## config.mk

```make
export PLATFORM = sky130hd
export DESIGN_NAME = md_sched
export DESIGN_NICKNAME = d
export VERILOG_FILES = /design/src/rtl/md_sched.sv
export SDC_FILE = /design/constraint.sdc
export NUM_CORES = 1
export LEC_CHECK = 0
export CORE_MARGIN = 2
export CORE_UTILIZATION = 44
export CTS_CLUSTER_SIZE = 12
export DETAILED_ROUTE_END_ITERATION = 7
export GPL_TIMING_DRIVEN = 0
export PLACE_DENSITY = 0.83
export SLEW_MARGIN = 10
export SYNTH_ARGS = -nofsm -noshare
export SYNTH_HDL_FRONTEND = slang
export SYNTH_SLANG_ARGS = --single-unit
```

## constraint.sdc

```tcl
create_clock -name clk -period 3.1 [get_ports clk]
set_input_delay 0.62 -clock clk [delete_from_list [all_inputs] [get_ports clk]]
set_output_delay 0.62 -clock clk [all_outputs]
set_load 0.01 [all_outputs]
```

## src/rtl/md_sched.sv

```systemverilog
// md_sched: issue controller and hazard scheduler for the HI/LO multiply-divide unit.
// Holds the MD op in EX, drives start/sel, mirrors the unit latency with a countdown,
// stalls MD instructions in ID that would touch an in-flight result, and produces
// HI/LO restore pulses when a completed mthi/mtlo in MEM is flushed by an interrupt.
module md_sched #(
   parameter int MULT_LAT = 5,
   parameter int DIV_LAT  = 10
) (
   input  logic       clk,
   input  logic       reset,
   input  logic [3:0] id_md_op,
   input  logic       id_adv,
   input  logic       int_req,
   input  logic       int_victim_mem,
   input  logic       md_busy,
   output logic       md_start,
   output logic [2:0] md_sel,
   output logic       md_remthi,
   output logic       md_remtlo,
   output logic       md_stall,
   output logic [3:0] md_cnt
);

   localparam logic [3:0] OP_NONE  = 4'd0;
   localparam logic [3:0] OP_MULT  = 4'd1;
   localparam logic [3:0] OP_MULTU = 4'd2;
   localparam logic [3:0] OP_DIVU  = 4'd4;
   localparam logic [3:0] OP_MTHI  = 4'd5;
   localparam logic [3:0] OP_MTLO  = 4'd6;
   localparam logic [3:0] OP_MFLO  = 4'd8;
   localparam logic [2:0] SEL_IDLE = 3'd7;

   localparam logic [3:0] MULT_LOAD = 4'(MULT_LAT);
   localparam logic [3:0] DIV_LOAD  = 4'(DIV_LAT);

   typedef enum logic [1:0] {
      IDLE,
      MUL_RUN,
      DIV_RUN
   } state_t;

   state_t     state_q, state_d;
   logic [3:0] exOp_q, exOp_d;
   logic       memMthi_q, memMthi_d;
   logic       memMtlo_q, memMtlo_d;
   logic [3:0] cnt_q, cnt_d;

   logic [3:0] idOp;
   logic       idIsMd;
   logic       exIsMulDiv;
   logic       exIsMul;
   logic [3:0] selRaw;
   logic [3:0] loadedVal;

   // Unit-facing outputs and the ID hazard check; codes 9..15 in ID behave as no MD op.
   always_comb begin
      idOp       = (id_md_op > OP_MFLO) ? OP_NONE : id_md_op;
      idIsMd     = (idOp != OP_NONE);
      exIsMulDiv = (exOp_q >= OP_MULT) && (exOp_q <= OP_DIVU);
      exIsMul    = (exOp_q == OP_MULT) || (exOp_q == OP_MULTU);
      selRaw     = exOp_q - 4'd1;
      md_start   = exIsMulDiv && !int_req;
      md_sel     = SEL_IDLE;
      if (!int_req && (exOp_q >= OP_MULT) && (exOp_q <= OP_MTLO)) begin
         md_sel = selRaw[2:0];
      end
      md_stall  = idIsMd && ((cnt_q != 4'd0) || md_start || md_busy);
      md_remthi = int_req && int_victim_mem && memMthi_q;
      md_remtlo = int_req && int_victim_mem && memMtlo_q;
      md_cnt    = cnt_q;
   end

   // Next-state: EX slot advance, MEM mthi/mtlo tracking, and the latency countdown with
   // its first-busy-cycle abort window.
   always_comb begin
      exOp_d    = (id_adv && !md_stall && !int_req) ? idOp : OP_NONE;
      memMthi_d = (exOp_q == OP_MTHI) && !int_req;
      memMtlo_d = (exOp_q == OP_MTLO) && !int_req;
      cnt_d     = cnt_q;
      state_d   = state_q;
      loadedVal = (state_q == MUL_RUN) ? MULT_LOAD : DIV_LOAD;
      if (md_start) begin
         if (exIsMul) begin
            cnt_d   = MULT_LOAD;
            state_d = MUL_RUN;
         end else begin
            cnt_d   = DIV_LOAD;
            state_d = DIV_RUN;
         end
      end else if (cnt_q != 4'd0) begin
         if (int_req && (cnt_q == loadedVal)) begin
            cnt_d = 4'd0;
         end else begin
            cnt_d = cnt_q - 4'd1;
         end
      end
      if (cnt_d == 4'd0) begin
         state_d = IDLE;
      end
   end

   // State registers; a synchronous reset clears any operation in progress.
   always_ff @(posedge clk) begin
      if (reset) begin
         state_q   <= IDLE;
         exOp_q    <= OP_NONE;
         memMthi_q <= 1'b0;
         memMtlo_q <= 1'b0;
         cnt_q     <= 4'd0;
      end else begin
         state_q   <= state_d;
         exOp_q    <= exOp_d;
         memMthi_q <= memMthi_d;
         memMtlo_q <= memMtlo_d;
         cnt_q     <= cnt_d;
      end
   end

endmodule

```

## After elaboration in Yosys (flattened, before gate mapping)

Index checks and enable logic that the tools add are counted.

- Output and inout port bits: 11
- Input port bits: 10
- Register bits after elaboration: 12

- Equal/unequal tests: 6
- Bitwise operators: 1
- Reduce and logical (&&, ||, !) cells: 23
- $add $sub $neg: 2
- Muxes and demuxes: 8
- $lt $le $gt $ge: 4

Operators with widths:

| kind | count |
|---|---|
| two-way mux 4 bit | 6 |
| logical AND 1 bit | 13 |
| == test 4 x 3 -> 1 bit, second input constant | 2 |
| <= comparator 4 x 3 -> 1 bit, second input constant | 2 |
| nonzero test 4 bit | 2 |
| == test 4 x 1 -> 1 bit, second input constant | 1 |
| == test 4 x 2 -> 1 bit, second input constant | 1 |
| == test 4 bit | 1 |
| greater-or-equal comparator 4 x 1 -> 1 bit, second input constant | 1 |
| greater-than comparator 4 bit, second input constant | 1 |
| zero test 4 bit | 1 |
| OR reduction 2 bit | 2 |
| subtractor 4 x 1 -> 4 bit, second input constant | 1 |
| logical OR 1 bit | 3 |
| two-way mux 3 bit | 1 |
| subtractor 3 x 1 -> 3 bit, second input constant | 1 |
| == test 2 x 1 -> 1 bit, second input constant | 1 |
| zero test 1 bit | 2 |
| two-way mux 2 bit | 1 |
| inverter 1 bit | 1 |

## Logic depth before layout (Yosys ltp)

Gate-level depths: netlist of run 1.

- Depth after elaboration: 11
- Depth in mapped cells: 7
- Gate-level depth less buffers: 7

## Least setup slack after synthesis of run 1

No wires, ideal clock.

- Kind: register to output
- Start point: register exOp_q[0]
- End point: output port md_stall
- Path slack: 0.920 ns
- Buffers on the path: 0
- Required time: 2.480 ns
- Arrival time: 1.560 ns
- Cell stages (with the launch flop): 8
- Cell sequence: dfxtp_1 inv_1 ha_1 nor3b_1 or3_4 clkinv_4 nor3b_2 nor2_1

- Word-level cells in the longest chain between the ends: 6

Ends and longest elaborated chain:

| element | RTL line | text |
|---|---|---|
| start: declaration | 43 | `logic [3:0] exOp_q, exOp_d;` |
| start signal: assignment | 112 | `exOp_q <= exOp_d;` |
| greater-or-equal comparator 4 x 1 -> 1 bit or <= comparator 4 x 3 -> 1 bit (tied branches) | 59 | `exIsMulDiv = (exOp_q >= OP_MULT) && (exOp_q <= OP_DIVU);` |
| logical AND 1 bit * | 59 |  |
| logical AND 1 bit * | 62 | `md_start = exIsMulDiv && !int_req;` |
| net md_start | 16 | `output logic md_start,` |
| logical OR 1 bit * (2 in a row) | 67 | `md_stall = idIsMd && ((cnt_q != 4'd0) \|\| md_start \|\| md_busy);` |
| logical AND 1 bit * | 67 |  |
| end: declaration | 20 | `output logic md_stall,` |

The timed path passes the listed nets; every way through them passes the cells marked *.

## Worst setup path after layout of run 1

- Start point: input port int_req
- End point: output port md_start

- Word-level cells in the longest chain between the ends: 2

Ends and longest elaborated chain:

| element | RTL line | text |
|---|---|---|
| start: declaration | 13 | `input logic int_req,` |
| zero test 1 bit | 62 |  |
| logical AND 1 bit | 62 |  |
| end: declaration | 16 |  |

Every way passes these cells.

==> flow_summary.yaml, run 1 <==
die:
  pin_count: 21
  initial_core_util: 0.486
  die_h_um: 45.5
  die_area_sq_mm: 0.00207
  fp.dieW_um: 45.5
  row_count: 14
  coreArea_sq_mm: 0.00156
synthesis:
  synth_fa_ha_area_frac: 0.0990
  synth-compound-area-share: 0.135
  syn_area_sq_um: 758
  synth_most_common_cell: "dfxtp_1"
  synth_nets: 104
  synth_area_leader_cell: "dfxtp_1"
  ys_ff_latch: 12
  synthDistinctLibCells: 33
  synthFlopType: "dfxtp_1"
  synth_common_cells: "dfxtp_1, nor2_1, and3_1"
  ys_async_sr_fraction: 0
  avgSynthCellArea_sq_um: 8.62
  synth_xor_area_frac: 0.0462
  synth_edf_count: 0
  synth-simple-area-share: 0.353
  syn_inst: 88
  synth_top_cells_by_area: "dfxtp_1, ha_1, and3_1"
  ys_seq_area_frac: 0.317
  synth_top_family_by_area: "simple AND/OR/NAND/NOR gates"
  synth_top_area_frac: 0.317
  ys_warn_count: 0
  yosys-mux-area-fraction: 0.0132
clocking:
  cts_hold_buf: 0
  cts_tree: "done"
  cts_setup_buffers: 0
  cts_sinks: 12
  cts_made_buffers: 3
  clock_latency_ns: 0.27
  clk_pin_slew_ns: 0.07
  clock_path_buffers: 2
  htreeDepth: 1
  cts_root_buf: "clkbuf_4"
timing:
  timing_hold_violations_final: 0
  skew_ns: 0.00867
  rsz0062_at_grt: "no"
  period_share: 0.912
  whs_ns: 0.466
  max_freq_mhz: 354
  tightestPinTransition_ns: 0.570
  finalSetupViolCount: 0
  period_minus_slack_ns: 2.83
  maxSlewHeadroom: 0.616
  worst_slack_ns: 0.272
  slew_viol_final: 0
grt:
  grt_pass1_wl_um: 2790
  antenna_found_initial: 0
  grt_pass1_vias: 642
  grt_max_degree: 9
  track_usage: 0.184
  grt-ovfl-total: 0
power:
  powerDensity_mw_per_mm2: 713
  switching_power_uw: 284
  swShare: 0.394
  p_leak_nw: 0.420
  internal_power_uw: 437
  clock_power_share: 0.174
  seqPwrFrac: 0.314
  ir_drop_mv: 0.459
  combPwrFrac: 0.512
route:
  wl_per_cell_um: 13.0
  drc: 0
  vias: 744
  routed_wl_um: 1660
  via_per_inst: 5.86
  drt-pass1-iter-count: 4
  drtIter0Drc: 29
  drtAntennaViolNets: 0
critical_path:
  path_class: "primary input to output pin"
  crit_fanout: 7
  end_kind: "output pin"
  arrival_ns: 2.21
  worstPathRequired_ns: 2.48
  reg2reg_slack_ns: 1.31
  start_kind: "primary input"
cells_and_area:
  fillers: 135
  antenna_cells: 0
  multi_input_area_sq_um: 495
  final_layout_size_suffix_gt1_frac: 0.126
  fin_nets: 128
  regArea_sq_um: 241
  syn2layout_area_growth_pct: 33.5
status:
  outcome: "completed"
place:
  pre_cts_ws_ns: -0.145
  io_buffers: 19
  gp_congestion: 0.794
  dp_hpwl_um: 1320
min_path:
  hold_class: "flop to flop"
run:
  max_cap_viol_count: 0
-- state kept, by name, indices dropped and copies added, names as in the netlist --
signal / count
exOp_q: 4
md_cnt: 4
state_q: 2
memMthi_q: 1
memMtlo_q: 1
-- final cells by class --
cell class                 count  area share
multi-input combinational     70       0.489
sequential                    12       0.239
timing repair buffer          19       0.189
clock buffer                   4      0.0358
inverter                       5      0.0235
tap                           16      0.0198
buffer                         1     0.00371
-- kinds of logic after synthesis --
kind of cell               after synthesis
AOI/OAI and AO/OA                       14
xor gates and xnor gates                 4
adders and majority gates                6
buffers and inverters                    6
DFF                                     12
muxes                                    1
and+or+nand+nor                         45
-- worst max-delay path: stages --
cell	delay (ns)
dlygate4sd2_1	0.31
or2_4	0.28
or3_4	0.38
clkinv_4	0.09
clkdlybuf4s50_1	0.53
-- power by group through the flow --
stage | clock, mW | sequential (mW) | combinational, mW
floorplan | 0 | 0.230 | 0.248
detailed placement | 0 | 0.228 | 0.367
finish | 0.125 | 0.227 | 0.370
global route | 0.131 | 0.231 | 0.409
global placement | 0 | 0.227 | 0.354
CTS | 0.125 | 0.224 | 0.372
-- what timing repair did --
| action | 4_1_cts | 5_1_grt |
|---|---|---|
| endpoints found under the setup margin | 1 | 1 |
| gates cloned | 0 | 0 |
| gates resized for setup | 1 | 3 |
-- metal layers --
metal | up-vias | track usage | share of wire
met4 | 0 | 0.0706 | 0.012
met1 | 332 | 0.228 | 0.44
met5 | - | 0 | 0
li1 | 371 | - | -
met3 | 4 | 0.0278 | 0.076
met2 | 37 | 0.318 | 0.47
-- cells in the final DEF, fill, tap and decap left out, types with 4 or more instances in the layout --
cell type | Yosys | final
clkdlybuf4s50_1 | 0 | 17
dfxtp_1 | 12 | 11
nor2_1 | 9 | 9
and3_1 | 7 | 7
ha_1 | 6 | 6
nor2b_1 | 4 | 4
inv_1 | 4 | 4
nand2_1 | 4 | 4
nor3_1 | 4 | 4
nand3_1 | 4 | 4
-- stage by stage --
| stage | instance area [sq um] | std cells | power, mW | util | TNS [ns] |
|---|---|---|---|---|---|
| after global routing | 1010 | 127 | 0.772 | 0.649 | 0 |
| after CTS | 1000 | 127 | 0.721 | 0.644 | 0 |
| after detailed placement | 968 | 123 | 0.595 | 0.621 | -0.145 |
| after global placement | 968 | 123 | 0.581 | 0.621 | -0.126 |
| final | 1010 | 127 | 0.721 | 0.649 | 0 |
| after floorplan | 758 | 88 | 0.477 | - | 0 |
-- worst paths after layout --
path	startpoint	end	cells past startpoint
worst max register to register	exOp_q[0]$_SDFF_PP0_	state_q[0]$_SDFFE_PP0P_	7
worst min-delay path	exOp_q[0]$_SDFF_PP0_	memMtlo_q$_SDFF_PP0_	1
worst min register to register	exOp_q[0]$_SDFF_PP0_	memMtlo_q$_SDFF_PP0_	1
worst max-delay path	int_req	md_start	5
(Power assumes the default switching activity.)
==> inputs of run 2 (changes only) <==
DONT_BUFFER_PORTS = 1   (was not set)
PLACE_DENSITY = 0.68   (was 0.83)
==> run 2 against run 1 <==
Setup slack improved by 0.18 ns. Highest routed layer unchanged. Via count decreased by 14%. Die area unchanged. Register-to-register slack got worse by 0.13 ns. First-iteration DRC count decreased by 72%.
==> flow_summary.yaml, run 2 (synthesis results as in run 1) <==
critical_path:
  cpMaxStageDelayCell: "or3_4"
  path_class: "flop to output pin"
  start_kind: "flop"
  path_cells: "inv_1 -> ha_1 -> nor3b_1 -> or3_4 -> clkinv_4 -> nor3b_2 -> nor2_1"
  max_stage_delay_ns: 0.44
  arrival_ns: 2.03
  crit_fanout: 6
  worstPathRequired_ns: 2.48
  end_kind: "output pin"
run:
  max_cap_viol_count: 0
power:
  ir_drop_mv: 0.329
  combPwrFrac: 0.447
  p_leak_nw: 0.332
  seqPwrFrac: 0.363
  powerDensity_mw_per_mm2: 813
  internal_power_uw: 387
  swShare: 0.416
  clock_power_share: 0.190
  switching_power_uw: 276
min_path:
  hold_class: "flop to flop"
timing:
  tightestPinTransition_ns: 0.534
  rsz0062_at_grt: "no"
  max_freq_mhz: 377
  timing_hold_violations_final: 0
  finalSetupViolCount: 0
  period_share: 0.855
  maxSlewHeadroom: 0.640
  period_minus_slack_ns: 2.65
  skew_ns: 0.00234
  tns_ns: 0
  slew_viol_final: 0
route:
  via_per_inst: 5.93
  wl_per_cell_um: 14.2
  drtAntennaViolNets: 0
  drtIter0Drc: 8
  routed_wl_um: 1530
  drc: 0
  vias: 640
  drt-pass1-iter-count: 4
clocking:
  clk_pin_slew_ns: 0.08
  clock_path_buffers: 2
  cts_setup_buffers: 0
  cts_sinks: 12
  htreeDepth: 1
  cts_resized: 0
  clock_latency_ns: 0.27
  cts_made_buffers: 3
  cts_hold_buf: 0
  cts_root_buf: "clkbuf_4"
  cts_tree: "done"
grt:
  antenna_found_initial: 0
  grt_pass1_vias: 657
  grt-ovfl-total: 0
  grt_max_degree: 9
  track_usage: 0.178
  grt_pass1_wl_um: 2670
cells_and_area:
  fillers: 159
  final_cell_count_no_fill: 108
  antenna_cells: 0
  fin_nets: 109
  syn2layout_area_growth_pct: 7.43
  layout_commonest_cell: "dfxtp_1"
  final_cell_mix: "dfxtp_1, nor2_1, and3_1, ha_1"
  final_layout_size_suffix_gt1_frac: 0.130
place:
  gp_congestion: 0.821
  dpl.cell_count: 104
  dp_hpwl_um: 1170
  io_buffers: 0
die:
  pin_count: 21
  fp.dieW_um: 45.5
  initial_core_util: 0.486
  row_count: 14
  coreArea_sq_mm: 0.00156
  die_area_sq_mm: 0.00207
  die_h_um: 45.5
status:
  outcome: "completed"
## run 2: power by group through the flow
stage          Combinational, mW  Clock, mW  Sequential [mW]
2_1_floorplan              0.248          0            0.230
3_3_place_gp               0.283          0            0.239
3_5_place_dp               0.290          0            0.243
4_1_cts                    0.295      0.127            0.239
5_1_grt                    0.344      0.135            0.248
6_report                   0.296      0.126            0.240
## run 2: cell type report
class,count,area [sq um],share of cell area
plain buffers,1,3.75,0.00461
well taps,16,20.0,0.0246
clock buffers,4,36.3,0.0445
inverters,5,23.8,0.0292
multi-input cells,70,490,0.602
flip-flops and latches,12,240,0.295
## run 2: per-layer routing
metal	share of wire	vias to the layer above	global-route usage
met5	0	-	0
met2	0.48	24	0.304
met1	0.45	290	0.201
li1	-	324	-
met4	0.0039	0	0.0882
met3	0.059	2	0.0476
## run 2: worst paths after layout
path,depth (start not counted),from,to,slack (ns)
max reg2reg,7,exOp_q[0]$_SDFF_PP0_,state_q[1]$_SDFFE_PP0P_,1.18
max,7,exOp_q[0]$_SDFF_PP0_,md_stall,0.45
min reg2reg,2,state_q[0]$_SDFFE_PP0P_,state_q[0]$_SDFFE_PP0P_,0.47
min,2,state_q[0]$_SDFFE_PP0P_,state_q[0]$_SDFFE_PP0P_,0.47
## run 2: per-stage QoR
stage | worst slack [ns] | power, mW | hold WS, ns | util | instance area, sq um
after detailed placement | 0.753 | 0.533 | 0.467 | 0.499 | 778
final | 0.449 | 0.662 | 0.474 | 0.522 | 815
after CTS | 0.450 | 0.661 | 0.479 | 0.522 | 815
after global routing | 0.282 | 0.728 | 0.489 | 0.522 | 815
after floorplan | 0.920 | 0.477 | 0.445 | - | 758
after global placement | 0.801 | 0.522 | 0.458 | 0.499 | 778
## run 2: worst max-delay path, delay by kind of cell, from the launching register on
| family | cells | cell delay (ns) |
|---|---|---|
| simple gates | 4 | 0.88 |
| flops | 1 | 0.39 |
| fa+ha+maj | 1 | 0.26 |
| buf+inv | 2 | 0.22 |
==> inputs of run 3 (changes only) <==
CTS_BUF_LIST = sky130_fd_sc_hd__clkbuf_8 sky130_fd_sc_hd__clkbuf_16   (was not set)
==> run 3 against run 2 <==
Combinational power hardly changed. Via count is 1.1% higher. Setup slack better by 0.032 ns. Sequential power hardly changed. First-iteration DRC count is 130% higher. Register-to-register slack better by 0.04 ns. Highest routed layer unchanged.
==> flow_summary.yaml, run 3 (synthesis results as in run 1) <==
grt:
  grt_pass1_vias: 667
  track_usage: 0.181
  grt_max_degree: 9
  grt_pass1_wl_um: 2690
  antenna_found_initial: 0
  grt-ovfl-total: 0
min_path:
  min_to: "state_q[0]$_SDFFE_PP0P_"
  hold_depth: 2
  hold_class: "flop to flop"
  min_from: "state_q[0]$_SDFFE_PP0P_"
timing:
  max_freq_mhz: 382
  skew_ns: 0.00315
  period_share: 0.845
  maxSlewHeadroom: 0.610
  finalSetupViolCount: 0
  tightestPinTransition_ns: 0.580
  slew_viol_final: 0
  tns_ns: 0
  timing_hold_violations_final: 0
  worst_slack_ns: 0.482
  period_minus_slack_ns: 2.62
  rsz0062_at_grt: "no"
clocking:
  clk_pin_slew_ns: 0.06
  clock_latency_ns: 0.24
  cts_root_buf: "clkbuf_8"
  cts_setup_buffers: 0
  clock_path_buffers: 2
  htreeDepth: 1
  cts_resized: 0
  cts_hold_buf: 0
  cts_sinks: 12
  cts_made_buffers: 3
  cts_tree: "done"
power:
  powerDensity_mw_per_mm2: 846
  clock_power_share: 0.243
  p_leak_nw: 0.339
  power_uw: 705
  internal_power_uw: 428
  ir_drop_mv: 0.269
  seqPwrFrac: 0.341
  switching_power_uw: 277
  combPwrFrac: 0.416
  swShare: 0.393
critical_path:
  path_cells: "inv_1 -> ha_1 -> nor3b_1 -> or3_4 -> clkinv_4 -> nor3b_2 -> nor2_1"
  end_kind: "output pin"
  max_stage_delay_ns: 0.44
  reg2reg_slack_ns: 1.22
  cpMaxStageDelayCell: "or3_4"
  r2r_cells: 7
  r2r-end: "state_q[0]$_SDFFE_PP0P_"
  crit_buf_inv: 2
  crit_fanout: 6
  r2r_start: "exOp_q[0]$_SDFF_PP0_"
  start_kind: "flop"
  critical-path-top-delay-family: "simple AND/OR/NAND/NOR gates"
  arrival_ns: 2.00
  path_class: "flop to output pin"
  worstPathRequired_ns: 2.48
cells_and_area:
  final_layout_size_suffix_gt1_frac: 0.130
  fin_nets: 109
  fin_util: 0.535
  layout_commonest_cell: "dfxtp_1"
  syn2layout_area_growth_pct: 9.90
  antenna_cells: 0
  multi_input_area_sq_um: 490
  final_cell_mix: "dfxtp_1, nor2_1, and3_1, ha_1"
  fin_area_sq_um: 833
  regArea_sq_um: 240
  fillers: 152
place:
  dpl-instance-area_sq_um: 778
  pre_cts_ws_ns: 0.753
  gp_congestion: 0.821
  io_buffers: 0
  dp_hpwl_um: 1170
die:
  initial_core_util: 0.486
  die_area_sq_mm: 0.00207
  coreArea_sq_mm: 0.00156
  row_count: 14
  fp.dieW_um: 45.5
  die_h_um: 45.5
  pin_count: 21
route:
  routed_wl_um: 1560
  wl_per_cell_um: 14.4
  via_per_inst: 5.99
  drtAntennaViolNets: 0
  drt-pass1-iter-count: 4
  drc: 0
  vias: 647
  drtIter0Drc: 18
run:
  max_cap_viol_count: 0
status:
  outcome: "completed"
[run 3: changes by cell type in the layout (fill, tap and decap cells not counted)]
cell and delta:
clkbuf_4 -3, clkbuf_8 +3
[run 3: power groups by stage]
stage	logic (mW)	registers, mW	clock network (mW)
final	0.293	0.240	0.171
after global routing	0.343	0.249	0.180
after CTS	0.293	0.239	0.173
after detailed placement	0.290	0.243	0
after global placement	0.283	0.239	0
after floorplan	0.248	0.230	0
[run 3: tightest hold or removal path, delay by kind of cell, from the launching register on]
kind	cells	cell delay, ns
flops	1	0.31
simple gates	1	0.07
compound gates	1	0.05
[run 3: cell type report]
| class | count | share of cell area |
|---|---|---|
| Buffer | 1 | 0.00450 |
| Clock buffer | 4 | 0.0661 |
| Inverter | 5 | 0.0285 |
| Multi-Input combinational cell | 70 | 0.589 |
| Sequential cell | 12 | 0.288 |
| Tap cell | 16 | 0.0240 |
[run 3: how the worst max path moves through the flow]
stage | startpoint | end | slack [ns] | cells after the start
after floorplan | exOp_q[0]$_SDFF_PP0_ | md_stall | 0.92 | 7
after global placement | exOp_q[0]$_SDFF_PP0_ | md_stall | 0.80 | 7
after detailed placement | exOp_q[0]$_SDFF_PP0_ | md_stall | 0.75 | 7
after CTS | exOp_q[0]$_SDFF_PP0_ | md_stall | 0.48 | 7
after global routing | exOp_q[0]$_SDFF_PP0_ | md_stall | 0.33 | 7
final | exOp_q[0]$_SDFF_PP0_ | md_stall | 0.48 | 7
[run 3: per-stage QoR]
step / hold WS [ns] / std cells
after floorplan: 0.445 / 88
after global placement: 0.458 / 104
after detailed placement: 0.467 / 104
after CTS: 0.475 / 108
after global routing: 0.510 / 108
final: 0.473 / 108
[run 3: metal layers]
| layer | up-vias | GRT usage | routed length (um) |
|---|---|---|---|
| met5 | - | 0 | 0 |
| met4 | 0 | 0.124 | 29 |
| met3 | 6 | 0.0476 | 120 |
| met2 | 33 | 0.285 | 706 |
| met1 | 283 | 0.211 | 699 |
| li1 | 325 | - | - |
